`config.mk`:
```
export PLATFORM = sky130hd
export DESIGN_NAME = fsrcnn_stage_sequencer
export DESIGN_NICKNAME = d
export VERILOG_FILES = /design/src/rtl/fsrcnn_pkg.sv /design/src/rtl/stage_watchdog.sv /design/src/rtl/fsrcnn_stage_sequencer.sv
export SDC_FILE = /design/constraint.sdc
export NUM_CORES = 1
export LEC_CHECK = 0
export CAP_MARGIN = 15
export CORE_ASPECT_RATIO = 1.5
export CORE_MARGIN = 2
export CORE_UTILIZATION = 54
export CTS_CLUSTER_DIAMETER = 80
export CTS_CLUSTER_SIZE = 40
export DETAILED_ROUTE_END_ITERATION = 6
export GPL_ROUTABILITY_DRIVEN = 0
export PLACE_DENSITY = 0.84
export SLEW_MARGIN = 40
export SYNTH_ARGS = -nofsm -noshare
export SYNTH_HDL_FRONTEND = slang
export SYNTH_HIERARCHICAL = 1
export SYNTH_SLANG_ARGS = --single-unit
```
`constraint.sdc`:
```
create_clock -name clk_in -period 5.6 [get_ports clk_in]
set_input_delay 1.12 -clock clk_in [delete_from_list [all_inputs] [get_ports clk_in]]
set_output_delay 1.12 -clock clk_in [all_outputs]
set_load 0.005 [all_outputs]
```
`src/rtl/fsrcnn_pkg.sv`:
```
// -----------------------------------------------------------------------------
// fsrcnn_pkg
// Shared definitions for the FSRCNN control path: the stage sequencer state
// encoding, the number of datapath stages and the index of each stage.
// No ports (package).
// -----------------------------------------------------------------------------
package fsrcnn_pkg;

  // Number of datapath stages sequenced for one frame.
  localparam int NUM_STAGES = 9;

  // Stage indices, in execution order.
  localparam int STG_FE     = 0;
  localparam int STG_PRELU1 = 1;
  localparam int STG_SHRINK = 2;
  localparam int STG_PRELU2 = 3;
  localparam int STG_MAP    = 4;
  localparam int STG_PRELU3 = 5;
  localparam int STG_EXPAND = 6;
  localparam int STG_PRELU4 = 7;
  localparam int STG_DECONV = 8;

  // Sequencer states.
  typedef enum logic [2:0] {
    ST_IDLE   = 3'd0,
    ST_LAUNCH = 3'd1,
    ST_WAIT   = 3'd2,
    ST_DONE   = 3'd3,
    ST_ERROR  = 3'd4
  } seq_state_t;

endpackage

```
`src/rtl/stage_watchdog.sv`:
```
// -----------------------------------------------------------------------------
// stage_watchdog
// Counts cycles a stage spends waiting for its done. 'expired' is asserted in
// the TIMEOUT_CYCLES-th enabled cycle after a clear, so the owner can leave
// on that same edge. TIMEOUT_CYCLES = 0 disables the watchdog.
//
// Ports:
//   clk     in   clock, rising edge
//   rst_n   in   asynchronous active-low reset
//   clear   in   restart the count (stage just launched)
//   enable  in   count this cycle (stage is waiting)
//   expired out  waiting limit reached this cycle
// -----------------------------------------------------------------------------
module stage_watchdog #(
  parameter int TIMEOUT_CYCLES = 65535
) (
  input  logic clk,
  input  logic rst_n,
  input  logic clear,
  input  logic enable,
  output logic expired
);

  // Counter only has to reach TIMEOUT_CYCLES-1.
  localparam int CNT_W = (TIMEOUT_CYCLES > 1) ? $clog2(TIMEOUT_CYCLES) : 1;
  localparam logic [CNT_W-1:0] LAST_CNT =
    CNT_W'((TIMEOUT_CYCLES > 0) ? (TIMEOUT_CYCLES - 1) : 0);

  logic [CNT_W-1:0] count_reg;

  always_ff @(posedge clk or negedge rst_n) begin
    if (!rst_n) begin
      count_reg <= '0;
    end else if (clear) begin
      count_reg <= '0;
    end else if (enable) begin
      count_reg <= count_reg + CNT_W'(1);
    end
  end

  generate
    if (TIMEOUT_CYCLES == 0) begin : g_off
      assign expired = 1'b0;
    end else begin : g_on
      assign expired = enable && (count_reg == LAST_CNT);
    end
  endgenerate

endmodule

```
`src/rtl/fsrcnn_stage_sequencer.sv`:
```
// -----------------------------------------------------------------------------
// fsrcnn_stage_sequencer
// Runs the FSRCNN stages of one frame in order: for each stage it pulses that
// stage's start for one cycle, then waits for its done before launching the
// next. After the last stage it pulses frame_done_out and counts the frame.
// A watchdog supervises every wait; on expiry the sequencer parks in ERROR
// until clear_err_in. abort_in drops the current frame.
//
// Ports:
//   clk_in           in   clock, rising edge
//   rst_in           in   asynchronous active-low reset
//   frame_valid_in   in   frame request
//   frame_ready_out  out  request accepted this cycle if valid (IDLE, no abort)
//   stage_start_out  out  one-hot start pulse to the current stage
//   stage_done_in    in   per-stage done (level or pulse)
//   abort_in         in   abandon current frame (LAUNCH/WAIT/DONE only)
//   clear_err_in     in   leave ERROR
//   frame_done_out   out  one-cycle pulse after the last stage completes
//   busy_out         out  frame in progress
//   stage_idx_out    out  index of current stage
//   error_out        out  watchdog fired, held until cleared
//   error_stage_out  out  stage that timed out (kept after clear)
//   frame_count_out  out  completed frames, wraps
// -----------------------------------------------------------------------------
module fsrcnn_stage_sequencer #(
  parameter int NUM_STAGES     = fsrcnn_pkg::NUM_STAGES,
  parameter int TIMEOUT_CYCLES = 65535,
  parameter int FCNT_W         = 16,
  localparam int IDX_W         = (NUM_STAGES > 1) ? $clog2(NUM_STAGES) : 1
) (
  input  logic                  clk_in,
  input  logic                  rst_in,
  input  logic                  frame_valid_in,
  output logic                  frame_ready_out,
  output logic [NUM_STAGES-1:0] stage_start_out,
  input  logic [NUM_STAGES-1:0] stage_done_in,
  input  logic                  abort_in,
  input  logic                  clear_err_in,
  output logic                  frame_done_out,
  output logic                  busy_out,
  output logic [IDX_W-1:0]      stage_idx_out,
  output logic                  error_out,
  output logic [IDX_W-1:0]      error_stage_out,
  output logic [FCNT_W-1:0]     frame_count_out
);

  import fsrcnn_pkg::*;

  localparam logic [IDX_W-1:0] LAST_IDX = IDX_W'(NUM_STAGES - 1);

  seq_state_t            state_reg, state_next;
  logic [IDX_W-1:0]      idx_reg, idx_next;
  logic [IDX_W-1:0]      err_stage_reg, err_stage_next;
  logic [FCNT_W-1:0]     fcount_reg, fcount_next;
  logic [NUM_STAGES-1:0] idx_onehot;
  logic                  done_sel;
  logic                  wd_clear;
  logic                  wd_enable;
  logic                  wd_expired;
  logic                  abortable;

  // One-hot decode of the current stage; used both for the start pulse and
  // to pick the only done bit that matters (other stages' done are ignored).
  generate
    for (genvar gi = 0; gi < NUM_STAGES; gi++) begin : g_sel
      assign idx_onehot[gi] = (idx_reg == IDX_W'(gi));
    end
  endgenerate

  assign done_sel = |(stage_done_in & idx_onehot);

  assign wd_clear  = (state_reg == ST_LAUNCH);
  assign wd_enable = (state_reg == ST_WAIT);

  stage_watchdog #(
    .TIMEOUT_CYCLES(TIMEOUT_CYCLES)
  ) u_watchdog (
    .clk    (clk_in),
    .rst_n  (rst_in),
    .clear  (wd_clear),
    .enable (wd_enable),
    .expired(wd_expired)
  );

  assign abortable = (state_reg == ST_LAUNCH) || (state_reg == ST_WAIT) ||
                     (state_reg == ST_DONE);

  always_comb begin
    state_next     = state_reg;
    idx_next       = idx_reg;
    err_stage_next = err_stage_reg;
    fcount_next    = fcount_reg;

    case (state_reg)
      ST_IDLE: begin
        if (frame_valid_in && frame_ready_out) begin
          idx_next   = '0;
          state_next = ST_LAUNCH;
        end
      end
      ST_LAUNCH: begin
        // Done is deliberately not looked at here.
        state_next = ST_WAIT;
      end
      ST_WAIT: begin
        // Done takes priority over a watchdog expiry in the same cycle.
        if (done_sel) begin
          if (idx_reg == LAST_IDX) begin
            state_next = ST_DONE;
          end else begin
            idx_next   = idx_reg + IDX_W'(1);
            state_next = ST_LAUNCH;
          end
        end else if (wd_expired) begin
          err_stage_next = idx_reg;
          state_next     = ST_ERROR;
        end
      end
      ST_DONE: begin
        fcount_next = fcount_reg + FCNT_W'(1);
        state_next  = ST_IDLE;
      end
      ST_ERROR: begin
        if (clear_err_in) begin
          state_next = ST_IDLE;
        end
      end
      default: begin
        state_next = ST_IDLE;
      end
    endcase

    // Abort overrides everything above, including the frame count update.
    if (abort_in && abortable) begin
      state_next     = ST_IDLE;
      idx_next       = '0;
      err_stage_next = err_stage_reg;
      fcount_next    = fcount_reg;
    end
  end

  always_ff @(posedge clk_in or negedge rst_in) begin
    if (!rst_in) begin
      state_reg     <= ST_IDLE;
      idx_reg       <= '0;
      err_stage_reg <= '0;
      fcount_reg    <= '0;
    end else begin
      state_reg     <= state_next;
      idx_reg       <= idx_next;
      err_stage_reg <= err_stage_next;
      fcount_reg    <= fcount_next;
    end
  end

  assign frame_ready_out = (state_reg == ST_IDLE) && !abort_in;
  assign stage_start_out = (state_reg == ST_LAUNCH) ? idx_onehot : '0;
  assign frame_done_out  = (state_reg == ST_DONE);
  assign busy_out        = (state_reg != ST_IDLE) && (state_reg != ST_ERROR);
  assign stage_idx_out   = idx_reg;
  assign error_out       = (state_reg == ST_ERROR);
  assign error_stage_out = err_stage_reg;
  assign frame_count_out = fcount_reg;

endmodule

```
==> results of run 1 <==
routing by layer:
metal  share of wire (%)  GRT usage [%]
met2                  53           37.4
met5                   0              0
met1                  41           22.6
met3                 4.3           4.01
met4                 2.3           9.51
per-stage QoR:
stage / util, % / setup WS, ns / total power [mW] / hold slack, ns
5_1_grt: 69.5 / 2.01 / 0.646 / 0.500
2_1_floorplan: - / 3.15 / 0.381 / 0.465
4_1_cts: 69.5 / 2.10 / 0.623 / 0.483
3_5_place_dp: 67.4 / 2.09 / 0.424 / 0.460
6_report: 69.5 / 2.08 / 0.615 / 0.479
3_3_place_gp: 67.3 / 2.10 / 0.421 / 0.466
cell usage after synthesis, types with 3 or more instances:
library cell / number
a21oi_1: 8
a22oi_1: 3
and2_1: 8
and3_1: 7
dfrtp_1: 43
ha_1: 7
inv_1: 9
mux2_4: 4
nand2_1: 10
nand3_1: 10
nand4_1: 6
nand4_4: 3
nor2_1: 18
nor3_1: 6
nor3b_1: 3
o21ai_0: 6
o31ai_1: 3
or3_1: 4
xnor2_1: 14
xor2_1: 11
power groups by stage:
stage / logic [mW] / clock network [mW] / registers (mW)
5_1_grt: 0.0879 / 0.217 / 0.341
4_1_cts: 0.0798 / 0.205 / 0.338
2_1_floorplan: 0.0399 / 0 / 0.342
3_3_place_gp: 0.0777 / 0 / 0.344
6_report: 0.0782 / 0.199 / 0.338
3_5_place_dp: 0.0793 / 0 / 0.344
cell families (layout without fill, tap and decap cells):
| kind of cell | Yosys count | after routing | share of synthesized area [%] |
|---|---|---|---|
| compound gates | 31 | 31 | 8.91 |
| flops | 43 | 43 | 46.1 |
| simple gates | 93 | 93 | 24.6 |
| fa+ha+maj | 7 | 7 | 3.76 |
| xor+xnor | 25 | 25 | 9.39 |
| buf+inv | 16 | 66 | 3.65 |
| mux | 6 | 6 | 3.54 |
layout make-up:
type	count	share of cell area [%]
Multi-Input combinational cell	162	40.1
Clock buffer	6	2.82
Sequential cell	43	36.8
Inverter	9	1.16
Clock inverter	1	0.171
Timing Repair Buffer	50	17.0
Tap cell	46	1.97
path summary, 6_finish.rpt:
check	cells after the start	to	slack (ns)	start
worst min register to register	1	frame_count_out[15]	0.48	frame_count_out[15]
worst min-delay path	1	frame_count_out[15]	0.48	frame_count_out[15]
max in group asynchronous	1	state_reg[2]	4.42	rst_in
worst max-delay path	3	frame_ready_out	2.08	abort_in
min in group asynchronous	1	u_watchdog/count_reg[6]	0.80	rst_in
worst max register to register	7	u_watchdog/count_reg[14]	3.01	state_reg[0]
cell usage in the layout, fill, tap and decap left out, drive strengths merged, types with 8 or more instances in the layout:
cell	Yosys	layout
nor2	19	19
xnor2	14	14
dfrtp	43	43
clkdlybuf4s50	0	49
and2	8	8
xor2	11	11
a21oi	8	8
inv	9	9
nand3	10	10
nand2	10	10
nand4	9	9
==> summary.md, run 1 <==
| Metric | Value |
|---|---|
| Status | finished clean |
| Crit-path slowest cell | clkdlybuf4s50_1 |
| Largest net degree at the start of global routing | 44 |
| Register area | 0.00108 mm2 |
| Fin crit period | 3.52 ns |
| HP Class | register to register |
| PD cells | 210 mW/mm2 |
| Vias | 1,805 |
| Top-area cell type share of the netlist area | 46.1% |
| Final Non-Filler Cells | 317 |
| Setup TNS | 0 ns |
| Post-synth design cell area | 0.00233 mm2 |
| Pleak | 1.30 nW |
| Synth unique cells | 49 |
| Placed Instances | 310 |
| Fin. Hold Viols | 0 |
| Setup Buffers After CTS | 0 |
| Clk_skew | 0.00752 ns |
| Starting Density | 55.4% |
| Buf+Inv Stages, Crit Path | 2 |
| Drc violations | 0 |
| DRT antenna net count | 0 |
| Worst Tran Pin Value | 0.565 ns |
| Largest stage delay, worst path | 0.53 ns |
| Sequential share of power | 55.0% |
| Startpoint types | input port |
| Switch Pwr | 0.154 mW |
| Core Region | 0.00421 mm2 |
| Skew-Pair Late Insertion Delay | 0.30 ns |
| CTS clk-pin slew, worst paths | 0.07 ns |
| Placed Area | 0.00284 mm2 |
| GR Overflow Total | 0 |
| Internal power | 0.461 mW |
| Hold buffer count at CTS | 0 |
| Crit-path leading delay family | buffers and inverters |
| Fraction of registers with async set/reset | 100% |
| Ys Warns | 6 |
| Switching power share of the total | 25.0% |
| Rel. slew slack | 62.3% |
| Part of the power in the clock network | 32.3% |
| WL final | 4.67 mm |
| Die height | 84.5 um |
| Slew Limit Fails | 0 |
| CTS buffer count | 5 |
| CTS tree | yes |
| Crit path cell chain | clkdlybuf4s50_1 -> nor3_1 -> clkdlybuf4s50_1 |
| Tcrit/Tclk final | 62.8% |
| Largest fanout on the critical path | 7 |
| CP arrival | 2.40 ns |
| Layout cells sized above 1 | 9.59% |
| Max Cap Viol | 0 |
| Syn nets | 242 |
| Worst Setup End Kind | output port |
| Cell Rows | 29 |
| Nets | 292 |
| Clock Sinks | 43 |
| Sequential fraction of the synthesis area | 46.1% |
| # diodes | 0 |
| DR vias/cell | 5.69 |
| Worst Path Required | 4.48 ns |
| DIE AREA | 0.00487 mm2 |
| #FFs+latches synth | 43 |
| Initial antenna violation count | 0 |
| CTS Buffer Depth | 2 |
| First-pass GRT wire length | 8.00 mm |
| DR WL/cell | 14.7 um |
| Main synth FF type | dfrtp_1 |
| Post-Syn Instances | 221 |
| Comb pwr share | 12.7% |
| Pre-Repair DR Iteration Count | 4 |
| Root cell of the clock tree | clkbuf_8 |
| Max H-tree Level | 2 |
| Main area contributors after synthesis | dfrtp_1 46%, xnor2_1 5.3%, xor2_1 4.1% |
| WS Path Type | input port to output port |
| RSZ-0062 raised after global routing | false |
| Initial DRC count | 39 |
| Area growth, synth to finish | 25.4% |
| Post-synth EDFFs | 0 |
| Resize count post-CTS | 0 |
| Syn Area/Cell | 10.6 um2 |
| Fin area | 0.00292 mm2 |
| Multi-input logic area | 0.00117 mm2 |
| Vias in the first global route | 1,840 |
| Layout filler cell count | 334 |
| Setup violators final | 0 |
| HPWL after DPL | 3.43 mm |
| Fmax | 284 MHz |
| Worst vdd ir | 0.000185 V |
| Most used cell, CP | clkdlybuf4s50_1 |
| Total GRT Usage | 20.7% |
| I/O Buffers | 50 |
| Die width | 57.7 um |
| Top Ports | 51 |
| Synth area leader | dfrtp_1 |
Note: power is estimated with default switching activity, not from simulation.
==> run 2, diff against run 1 <==
- CORE_UTILIZATION: 54 -> 50
- PLACE_DENSITY: 0.84 -> 0.79
- clock period: 5.6 -> 3.3 ns (I/O delays scaled with it)
==> run 2 against run 1 <==
Effect of this change: global-route usage down 2.0 points; power is 67% higher; final cell count rose by 1.3%; clock power rose by 60%; utilization is 4.5 points lower; critical path type is now register to output port; critical endpoint is now stage_start_out[7]; highest routed layer unchanged.
==> summary.md, run 2 (same netlist as run 1, synthesis figures left out) <==
| Metric | Value |
|---|---|
| Status | finished clean |
| CTS clk-pin slew, worst paths | 0.08 ns |
| WL final | 4.54 mm |
| CTS Buffer Depth | 2 |
| Crit path cell chain | inv_1 -> or3_1 -> nor3b_1 -> and2_1 -> clkdlybuf4s50_1 |
| CP Depth | 5 |
| Startpoint types | register |
| DRT antenna net count | 0 |
| First-pass GRT wire length | 7.38 mm |
| Commonest cells after routing, fill and taps aside | 49 x clkdlybuf4s50_1, 43 x dfrtp_1, 18 x nor2_1, 14 x xnor2_1, 11 x xor2_1 |
| Starting Density | 51.8% |
| Buf+Inv Stages, Crit Path | 2 |
| PD cells | 351 mW/mm2 |
| Max H-tree Level | 2 |
| Pleak | 1.31 nW |
| Setup violators final | 0 |
| Nets | 293 |
| I/O Buffers | 50 |
| R2r startpoint | stage_idx_out[0] |
| Total GRT Usage | 18.7% |
| Max Cap Viol | 0 |
| DR vias/cell | 5.56 |
| CP arrival | 2.21 ns |
| Area growth, synth to finish | 25.5% |
| Worst Path Required | 2.64 ns |
| GR Overflow Total | 0 |
| Slew Limit Fails | 0 |
| Hold buffer count at CTS | 0 |
| Crit-path slowest cell | clkdlybuf4s50_1 |
| Largest net degree at the start of global routing | 44 |
| Root cell of the clock tree | clkbuf_8 |
| HP Class | input port to async pin |
| Pre-Repair DR Iteration Count | 5 |
| Worst Setup End Kind | output port |
| Top Ports | 51 |
| Worst vdd ir | 0.000265 V |
| Worst Tran Pin Value | 0.530 ns |
| RSZ-0062 raised after global routing | false |
| Register-to-Register Path Depth | 7 |
| WS Path Type | register to output port |
| Fmax | 349 MHz |
| Commonest non-fill, non-tap cell in the layout | clkdlybuf4s50_1 |
| Layout filler cell count | 377 |
| Reg2reg end | error_stage_out[2] |
| Cell Rows | 30 |
| CTS tree | yes |
| Fin. Hold Viols | 0 |
| Core Region | 0.00450 mm2 |
| Resize count post-CTS | 0 |
| Reg-to-reg slack, setup | 0.91 ns |
| Vias | 1,785 |
| Multi-input logic area | 0.00117 mm2 |
| # diodes | 0 |
| Drc violations | 0 |
| Setup Buffers After CTS | 0 |
| Register area | 0.00108 mm2 |
| Initial antenna violation count | 0 |
| Rel. slew slack | 64.7% |
| CTS buffer count | 5 |
| Fin util | 65.0% |
| Largest stage delay, worst path | 0.49 ns |
| Initial DRC count | 19 |
| Tcrit/Tclk final | 86.9% |
| DIE AREA | 0.00524 mm2 |
| Largest fanout on the critical path | 6 |
| Fin crit period | 2.87 ns |
| Skew-Pair Late Insertion Delay | 0.29 ns |
| Vias in the first global route | 1,651 |
| DR WL/cell | 14.1 um |
| Hold slack | 0.339 ns |
| HPWL after DPL | 3.37 mm |
| Clk_skew | 0.00310 ns |
| Die width | 59.8 um |
| Layout cells sized above 1 | 9.52% |
| Crit-path leading delay family | simple AND/OR/NAND/NOR gates |
| Die height | 87.6 um |
| Setup TNS | 0 ns |
| Clock Sinks | 43 |
run 2: cell types whose count changed in the layout (fill, tap and decap cells not counted), sizes merged:
cell / delta
clkbuf: +1
buf: +1
run 2: how the worst max path moves through the flow:
stage | startpoint | endpoint
6_report | state_reg[0] | stage_start_out[7]
2_1_floorplan | state_reg[1] | u_watchdog/count_reg[14]
3_3_place_gp | stage_done_in[5] | error_stage_out[0]
3_5_place_dp | stage_done_in[5] | error_stage_out[1]
5_1_grt | state_reg[0] | stage_start_out[0]
4_1_cts | state_reg[0] | stage_start_out[0]
run 2: through the flow:
stage | power [mW] | setup slack [ns] | area, um2 | cells
floorplan | 0.647 | 1.20 | 2330 | 221
global placement | 0.717 | 0.727 | 2840 | 313
detailed placement | 0.720 | 0.713 | 2850 | 313
CTS | 1.04 | 0.439 | 2930 | 321
global route | 1.09 | 0.300 | 2930 | 321
finish | 1.03 | 0.433 | 2930 | 321
run 2: cell type report:
| cell class | instances | share of cell area [%] |
|---|---|---|
| Multi-Input combinational cell | 162 | 40.0 |
| Tap cell | 48 | 2.05 |
| Sequential cell | 43 | 36.8 |
| Clock buffer | 7 | 2.61 |
| Clock inverter | 1 | 0.171 |
| Inverter | 9 | 1.15 |
| Timing Repair Buffer | 51 | 17.3 |
run 2: per-layer routing:
metal  GRT usage (%)  wire length [um]  vias to the layer above
li1                -                 -                      881
met1            20.3              1770                      840
met2            33.4              2410                       56
met3            4.43               254                        8
met4            8.48                97                        0
met5               0                 0                        -
run 2: power by group:
part           switching (mW)  total [mW]  internal [mW]  leakage [nW]
combinational          0.0607       0.133         0.0723         0.667
sequential             0.0275       0.575          0.547         0.596
clock                   0.170       0.319          0.149        0.0422
